`src/rtl/pry2oht_pkg.sv`:
```
// Shared helpers for priority-to-one-hot trees: level count, power checks and the
// bit offsets of the per-level group-valid vectors packed into one chain.
package pry2oht_pkg;

    function automatic int levels(input int width, input int split);
        int l = 0;
        int w = width;
        while (w > 1 && split > 1) begin
            w = w / split;
            l++;
        end
        return l;
    endfunction

    function automatic bit is_pow(input int value, input int base);
        int v = value;
        if (base < 2 || value < base) return 1'b0;
        while (v > 1 && (v % base) == 0) v = v / base;
        return v == 1;
    endfunction

    // Level l group-valid vector is WIDTH/SPLIT**l bits wide; level 0 is the input itself.
    function automatic int grp_off(input int width, input int split, input int level);
        int off = 0;
        int w = width;
        for (int l = 0; l < level; l++) begin
            off += w;
            w = w / split;
        end
        return off;
    endfunction

endpackage

```
`src/rtl/pry2oht_base.sv`:
```
// Flat LSB-first priority-to-one-hot encoder used at every tree node.
module pry2oht_base
    import pry2oht_pkg::*;
#(
    parameter int WIDTH          = 2,
    parameter int IMPLEMENTATION = 0
) (
    input  logic [WIDTH-1:0] pry,
    output logic [WIDTH-1:0] oht,
    output logic             vld
);

    assign vld = |pry;

    if (IMPLEMENTATION == 0) begin : g_arith
        // Two's-complement trick isolates the lowest set bit.
        assign oht = pry & (~pry + {{(WIDTH-1){1'b0}}, 1'b1});
    end else begin : g_scan
        always_comb begin
            oht = '0;
            for (int i = WIDTH-1; i >= 0; i--) begin
                if (pry[i]) begin
                    oht    = '0;
                    oht[i] = 1'b1;
                end
            end
        end
    end

endmodule

```
`src/rtl/pry2oht_pipe_stage.sv`:
```
// One tree level: picks the winning sub-group in every group and masks the losers,
// optionally followed by a valid/ready register slice.
module pry2oht_pipe_stage
    import pry2oht_pkg::*;
#(
    parameter int WIDTH          = 32,
    parameter int SPLIT          = 2,
    parameter int LEVEL          = 0,
    parameter bit REG            = 1'b1,
    parameter int IMPLEMENTATION = 0
) (
    input  logic                                  clk,
    input  logic                                  rst_n,
    input  logic                                  in_vld,
    output logic                                  in_rdy,
    input  logic [WIDTH-1:0]                      in_oht,
    input  logic [WIDTH/(SPLIT**LEVEL)-1:0]       in_grp,
    output logic                                  out_vld,
    input  logic                                  out_rdy,
    output logic [WIDTH-1:0]                      out_oht,
    output logic [WIDTH/(SPLIT**(LEVEL+1))-1:0]   out_grp
);

    localparam int SB = SPLIT ** LEVEL;
    localparam int GO = WIDTH / (SB * SPLIT);

    logic [WIDTH-1:0] oht_next;
    logic [GO-1:0]    grp_next;

    genvar gi, gj;
    for (gi = 0; gi < GO; gi++) begin : g_grp
        logic [SPLIT-1:0] br;

        pry2oht_base #(
            .WIDTH          (SPLIT),
            .IMPLEMENTATION (IMPLEMENTATION)
        ) u_base (
            .pry (in_grp[gi*SPLIT +: SPLIT]),
            .oht (br),
            .vld (grp_next[gi])
        );

        // Only the winning branch keeps its already one-hot sub-group.
        for (gj = 0; gj < SPLIT; gj++) begin : g_sub
            assign oht_next[(gi*SPLIT+gj)*SB +: SB] = in_oht[(gi*SPLIT+gj)*SB +: SB] & {SB{br[gj]}};
        end
    end

    if (REG) begin : g_reg
        logic            v_reg;
        logic [WIDTH-1:0] oht_reg;
        logic [GO-1:0]    grp_reg;

        assign in_rdy = !v_reg || out_rdy;

        always_ff @(posedge clk or negedge rst_n) begin
            if (!rst_n) begin
                v_reg   <= 1'b0;
                oht_reg <= '0;
                grp_reg <= '0;
            end else if (in_rdy) begin
                v_reg <= in_vld;
                if (in_vld) begin
                    oht_reg <= oht_next;
                    grp_reg <= grp_next;
                end
            end
        end

        assign out_vld = v_reg;
        assign out_oht = oht_reg;
        assign out_grp = grp_reg;
    end else begin : g_comb
        logic unused_clk;
        assign unused_clk = clk ^ rst_n;
        assign in_rdy     = out_rdy;
        assign out_vld    = in_vld;
        assign out_oht    = oht_next;
        assign out_grp    = grp_next;
    end

endmodule

```
`src/rtl/pry2oht_pipe.sv`:
```
// Pipelined, flow-controlled priority-to-one-hot converter built from a SPLIT-ary tree
// of stages; MSB-first priority is a bit reversal around an LSB-first tree.
module pry2oht_pipe
    import pry2oht_pkg::*;
#(
    parameter int                              WIDTH          = 32,
    parameter int                              SPLIT          = 2,
    parameter logic [levels(WIDTH, SPLIT)-1:0] PIPE           = '1,
    parameter bit                              MSB_FIRST      = 1'b0,
    parameter int                              IMPLEMENTATION = 0
) (
    input  logic             clk,
    input  logic             rst_n,
    input  logic             s_vld,
    output logic             s_rdy,
    input  logic [WIDTH-1:0] pry,
    output logic             m_vld,
    input  logic             m_rdy,
    output logic [WIDTH-1:0] oht,
    output logic             vld
);

    localparam int LEVELS   = levels(WIDTH, SPLIT);
    localparam int GRP_BITS = grp_off(WIDTH, SPLIT, LEVELS + 1);

    if (!is_pow(SPLIT, 2)) begin : g_bad_split
        $error("pry2oht_pipe: SPLIT must be a power of 2 and at least 2");
    end
    if (!is_pow(WIDTH, SPLIT)) begin : g_bad_width
        $error("pry2oht_pipe: WIDTH must be SPLIT**LEVELS with LEVELS >= 1");
    end
    if ($bits(PIPE) != LEVELS) begin : g_bad_pipe
        $error("pry2oht_pipe: PIPE must have one bit per tree level");
    end

    logic [LEVELS:0]     stage_vld;
    logic [LEVELS:0]     stage_rdy;
    logic [WIDTH-1:0]    stage_oht [LEVELS+1];
    logic [GRP_BITS-1:0] grp_chain;
    logic [WIDTH-1:0]    pry_in;
    logic [WIDTH-1:0]    oht_tree;

    genvar gi;
    for (gi = 0; gi < WIDTH; gi++) begin : g_rev
        if (MSB_FIRST) begin : g_msb
            assign pry_in[gi] = pry[WIDTH-1-gi];
            assign oht[gi]    = oht_tree[WIDTH-1-gi];
        end else begin : g_lsb
            assign pry_in[gi] = pry[gi];
            assign oht[gi]    = oht_tree[gi];
        end
    end

    // Leaf level treats every input bit as a one-bit group that is its own valid.
    assign stage_vld[0]           = s_vld;
    assign s_rdy                  = stage_rdy[0];
    assign stage_oht[0]           = pry_in;
    assign grp_chain[WIDTH-1:0]   = pry_in;

    for (gi = 0; gi < LEVELS; gi++) begin : g_lvl
        localparam int GI   = WIDTH / (SPLIT ** gi);
        localparam int IOFF = grp_off(WIDTH, SPLIT, gi);

        pry2oht_pipe_stage #(
            .WIDTH          (WIDTH),
            .SPLIT          (SPLIT),
            .LEVEL          (gi),
            .REG            (PIPE[gi]),
            .IMPLEMENTATION (IMPLEMENTATION)
        ) u_stage (
            .clk     (clk),
            .rst_n   (rst_n),
            .in_vld  (stage_vld[gi]),
            .in_rdy  (stage_rdy[gi]),
            .in_oht  (stage_oht[gi]),
            .in_grp  (grp_chain[IOFF +: GI]),
            .out_vld (stage_vld[gi+1]),
            .out_rdy (stage_rdy[gi+1]),
            .out_oht (stage_oht[gi+1]),
            .out_grp (grp_chain[IOFF+GI +: GI/SPLIT])
        );
    end

    assign stage_rdy[LEVELS] = m_rdy;
    assign m_vld             = stage_vld[LEVELS];
    assign oht_tree          = stage_oht[LEVELS];
    assign vld               = grp_chain[GRP_BITS-1];

endmodule

```
`config.mk`:
```
export PLATFORM = sky130hd
export DESIGN_NAME = pry2oht_pipe
export DESIGN_NICKNAME = d
export VERILOG_FILES = /design/src/rtl/pry2oht_pkg.sv /design/src/rtl/pry2oht_base.sv /design/src/rtl/pry2oht_pipe_stage.sv /design/src/rtl/pry2oht_pipe.sv
export SDC_FILE = /design/constraint.sdc
export NUM_CORES = 1
export LEC_CHECK = 0
export BUFFER_PORTS_ARGS = -buffer_cell sky130_fd_sc_hd__buf_2
export CAP_MARGIN = 20
export CELL_PAD_IN_SITES_DETAIL_PLACEMENT = 1
export CELL_PAD_IN_SITES_GLOBAL_PLACEMENT = 1
export CORE_ASPECT_RATIO = 2
export CORE_MARGIN = 1
export CORE_UTILIZATION = 50
export DETAILED_ROUTE_END_ITERATION = 6
export PLACE_DENSITY_LB_ADDON = 0.1
export SLEW_MARGIN = 20
export SYNTH_ARGS = -nofsm -noshare
export SYNTH_HDL_FRONTEND = slang
export SYNTH_HIERARCHICAL = 1
export SYNTH_SLANG_ARGS = --single-unit
```
`constraint.sdc`:
```
create_clock -name clk -period 10.3 [get_ports clk]
set_input_delay 2.06 -clock clk [delete_from_list [all_inputs] [get_ports clk]]
set_output_delay 2.06 -clock clk [all_outputs]
set_load 0.02 [all_outputs]
```
## Word-level counts from Yosys, hierarchy flattened

Cells that the tools add are included.

- Add/subtract/negate cells: 31
- Bitwise gates (word level): 124
- Reductions and logical operators: 46

Operators with widths:

| operator | count |
|---|---|
| bitwise AND 2 bit | 47 |
| adder 2 x 1 -> 2 bit, second input constant | 31 |
| NOT 2 bit | 31 |
| OR reduction 2 bit | 31 |
| bitwise AND 1 bit | 32 |
| bitwise AND 16 bit | 2 |
| bitwise AND 4 bit | 8 |
| bitwise AND 8 bit | 4 |
| AND reduction 2 bit | 5 |
| zero test 1 bit | 5 |
| logical OR 1 bit | 5 |

- Register bits: 196
- Bits of input ports: 36
- Output and inout port bits: 35
- Logic and storage cells: 216

## Depth between registers and ports, before layout

- Depth in word-level cells: 7
- Depth in mapped cells: 18
- Depth with buffers taken out: 7

## Hierarchy

Netlist, hierarchy kept.

By module, submodules not included:

| module | times used | cells an instance | area an instance (sq um) | seq. area each (sq um) |
|---|---|---|---|---|
| pry2oht_pipe_stage (g_lvl[0].u_stage) | 1 | 145 | 2107.0 | 1226.2 |
| pry2oht_pipe_stage (g_lvl[1].u_stage) | 1 | 128 | 1765.4 | 1026.0 |
| pry2oht_pipe_stage (g_lvl[2].u_stage) | 1 | 119 | 1647.8 | 925.9 |
| pry2oht_pipe_stage (g_lvl[3].u_stage) | 1 | 119 | 1594.0 | 875.8 |
| pry2oht_pipe_stage (g_lvl[4].u_stage) | 1 | 117 | 1526.5 | 850.8 |
| pry2oht_base | 31 | 3 | 20.0 | 0.0 |

## Worst setup path after synthesis

OpenSTA, ideal clock, no wires.

- Path type: input port to output port
- Start: in m_rdy
- End: out s_rdy
- Arrival: 4.115 ns
- Required time: 8.240 ns
- Path slack: 4.125 ns
- Cell stages on the path: 15
- Path buffers: 10
- Cells stage by stage: nand2b_4 > buf_6 > buf_6 > nand2b_4 > buf_12 > buf_8 > nand2b_4 > buf_6 > buf_6 > nand2b_1 > buf_6 > buf_4 > nand2b_1 > buf_6 > buf_2

- Longest elaborated chain between the ends: 5

RTL lines:

| item | line | text |
|---|---|---|
| start, declared | pry2oht_pipe.sv:18 | `input logic m_rdy,` |
| logical OR 1 bit | pry2oht_pipe_stage.sv:54 | `assign in_rdy = !v_reg \|\| out_rdy;` |
| named net stage_rdy[4] | pry2oht_pipe.sv:37 | `logic [LEVELS:0] stage_rdy;` |
| logical OR 1 bit | pry2oht_pipe_stage.sv:54 |  |
| named net stage_rdy[3] | pry2oht_pipe.sv:37 |  |
| logical OR 1 bit | pry2oht_pipe_stage.sv:54 |  |
| named net stage_rdy[2] | pry2oht_pipe.sv:37 |  |
| logical OR 1 bit | pry2oht_pipe_stage.sv:54 |  |
| named net stage_rdy[1] | pry2oht_pipe.sv:37 |  |
| logical OR 1 bit | pry2oht_pipe_stage.sv:54 |  |
| end, declared | pry2oht_pipe.sv:15 | `output logic s_rdy,` |

The timed path passes the listed nets, and every way through them passes these cells.

## Worst setup path after layout

Same ends and word-level chain as after synthesis.

==> impl_metrics.py <==
metrics = {
    "synthesis": {
        "synthArstFlopShare_pct": 100,
        "yosysSeqAreaShare_pct": 53.0,
        "synth_top_cell_by_area": "dfrtp_1",
        "yosysMostFrequentCell": "dfrtp_1",
        "synth_mux_area_share_pct": 4.90,
        "synth_fa_ha_area_share_pct": 0,
        "synth_compound_area_share_pct": 17.3,
        "synth-simple-area-share_pct": 16.7,
        "syn-cell-area_um2": 9260,
        "syn-num-nets": 757,
        "synth_cells": 721,
        "synth-xor-area-share_pct": 0,
        "synthDistinctLibCells": 20,
        "ys_ff_latch": 196,
        "synth_top_family_by_area": "compound AO/OA/AOI/OAI gates",
        "yosysTopAreaCellShare_pct": 53.0,
        "synth.area.top_cells": "dfrtp_1 53%, a21bo_1 12%, nand4_1 11%",
        "yosys-top-cells-count": "196 x dfrtp_1, 160 x nand4_1, 112 x a21bo_1, 48 x a21bo_2, 39 x buf_4",
        "postSynthAreaPerCell_um2": 12.8,
        "synth_edf_count": 0,
        "synth_warnings": 6,
        "synth-main-ff-cell": "dfrtp_1",
    },
    "timing": {
        "fin_skew_ns": 0.0120,
        "relSlewSlack_pct": 37.6,
        "max_freq_mhz": 147,
        "slew_violations": 0,
        "fin_ws_ns": 3.50,
        "period_needed_ns": 6.80,
        "period_share_pct": 66.0,
        "grt_setup_unrepaired": "no",
        "fin_hold_ws_ns": 0.472,
        "fin_setup_tns_ns": 0,
        "final_hold_viol_count": 0,
        "setup_violations": 0,
        "tightest_slew_ns": 0.935,
    },
    "run": {
        "cap_violations": 0,
    },
    "drt": {
        "drc": 4,
        "firstDrtPassIters": 7,
        "met3WireLength_um": 374,
        "num_vias": 5481,
        "drt.antenna.violating_nets": 0,
        "routed.top_layer": "met4",
        "wl_met1_mm": 6.92,
        "routed_wl_mm": 16.6,
        "via_per_inst": 5.80,
        "wl_met2_mm": 8.99,
        "first_iter_violations": 134,
        "wire_per_inst_um": 17.5,
    },
    "die": {
        "die_w_um": 98.2,
        "ioPinCount": 71,
        "die-area_um2": 19100,
        "start_util_pct": 50.8,
        "die_h_um": 194,
        "rows": 70,
        "core_um2": 18200,
    },
    "clock_tree": {
        "cts_hold_buf": 0,
        "cts_buffers": 17,
        "cts.repair.resized": 0,
        "cts.sinks": 196,
        "clk_transition_reported_paths_ns": 0.07,
        "tritoncts": "built",
        "ctsLongestPathBuffers": 2,
        "clk_latency_ns": 0.44,
        "cts_root_buffer": "clkbuf_16",
        "postCtsSetupBuffers": 0,
        "htreeDepth": 4,
    },
    "placement": {
        "placed_cell_area_um2": 9160,
        "dp_slack_ns": 3.46,
        "dpl.hpwl_mm": 11.9,
        "port_buffers": 70,
        "gp_congestion": 0.695,
    },
    "global_routing": {
        "antenna_found_initial": 0,
        "grt.overflow.total": 0,
        "grt_pass1_vias": 5784,
        "grt_pass1_wl_mm": 29.6,
        "grt_start_max_net_pins": 115,
        "grt_usage_pct": 19.1,
    },
    "power": {
        "ir_drop_mv": 0.102,
        "p_leak_nw": 5.43,
        "power_density_nw_per_um2": 179,
    },
    "critical_path": {
        "cp-end-kind": "primary output",
        "crit_fanout": 35,
        "start_kind": "input port",
        "crit_type": "input port to primary output",
        "arrival_ns": 4.74,
        "crit_required_ns": 8.24,
    },
    "run_status": {
        "violations": "design-rule violations",
        "status": "finished, violations left",
    },
    "final_layout": {
        "drive_above_1_share_pct": 26.7,
        "final_nets": 752,
        "design_area_um2": 9790,
        "antenna_cells": 0,
        "area_growth_pct": 5.67,
    },
    "min_path": {
        "hold_path_class": "flop to flop",
    },
}
==> cells by family (layout without fill, tap and decap cells) <==
group                  after synthesis  count (layout)
AOI/OAI and AO/OA                  160             160
DFF                                196             196
and+or+nand+nor                    237             237
buffers and inverters               97             105
muxes                               31              31
==> through the flow <==
step	instances	util, %	total power, mW
finish	945	53.7	1.76
global route	945	53.7	1.83
CTS	945	53.7	1.78
detailed placement	913	50.3	1.08
global placement	913	50.3	1.07
floorplan	721	-	1.06
==> power breakdown <==
| part | switching [mW] | internal, mW |
|---|---|---|
| logic | 0.106 | 0.0788 |
| registers | 0.0586 | 0.822 |
| clock network | 0.300 | 0.390 |
==> path summary, 6_finish.rpt <==
check	from	to	slack (ns)	cells after the start
max reg2reg	g_lvl[4].u_stage/out_vld	g_lvl[0].u_stage/out_grp[1]	6.56	9
max in group asynchronous	rst_n	g_lvl[1].u_stage/out_oht[11]	7.32	2
min reg2reg	g_lvl[4].u_stage/out_oht[27]	g_lvl[4].u_stage/out_oht[27]	0.47	1
max	m_rdy	s_rdy	3.50	9
min in group asynchronous	rst_n	g_lvl[4].u_stage/out_oht[20]	1.75	1
min	g_lvl[4].u_stage/out_oht[27]	g_lvl[4].u_stage/out_oht[27]	0.47	1
==> cell usage in the layout, fill, tap and decap left out <==
cell type   count
a21bo_1       112
a21bo_2        48
buf_2          69
buf_4           2
buf_6           1
bufinv_16       3
clkbuf_1        1
clkbuf_16      17
clkbuf_8        1
clkinv_4        3
clkinvlp_4      1
dfrtp_1       192
dfrtp_2         4
inv_6           6
inv_8           1
mux2_2          3
mux2_4         28
nand2_4         3
nand2_8         2
nand2b_1        6
nand2b_4        3
nand4_1       160
nor2b_1        31
or2_1          31
or2b_1          1
==> state kept, by name, summed over array words and instances, names as in the netlist <==
name,cells
g_lvl.u_stage/out_oht,160
g_lvl.u_stage/out_grp,31
g_lvl.u_stage/out_vld,5
==> per-layer routing <==
| layer | vias to the layer above | global-route usage, % |
|---|---|---|
| li1 | 2620 | - |
| met1 | 2762 | 22.6 |
| met2 | 80 | 34.2 |
| met3 | 19 | 3.81 |
| met4 | 0 | 6.63 |
| met5 | - | 0 |
==> cell type report <==
cell class / instances / area, um2
Fill cell: 1860 / 8430
Sequential cell: 196 / 4910
Multi-Input combinational cell: 428 / 3600
Clock buffer: 18 / 429
Timing Repair Buffer: 73 / 385
Tap cell: 216 / 270
Clock inverter: 14 / 188
==> worst max-delay path: stages <==
cell and delay, ns:
buf_2 0.08, nand2b_4 0.34, nand2b_4 0.46, nand2b_4 0.47
nand2b_1 0.16, buf_4 0.36, nand2b_1 0.17, buf_4 0.37
buf_2 0.24
Note: power is estimated with default switching activity, not from simulation.
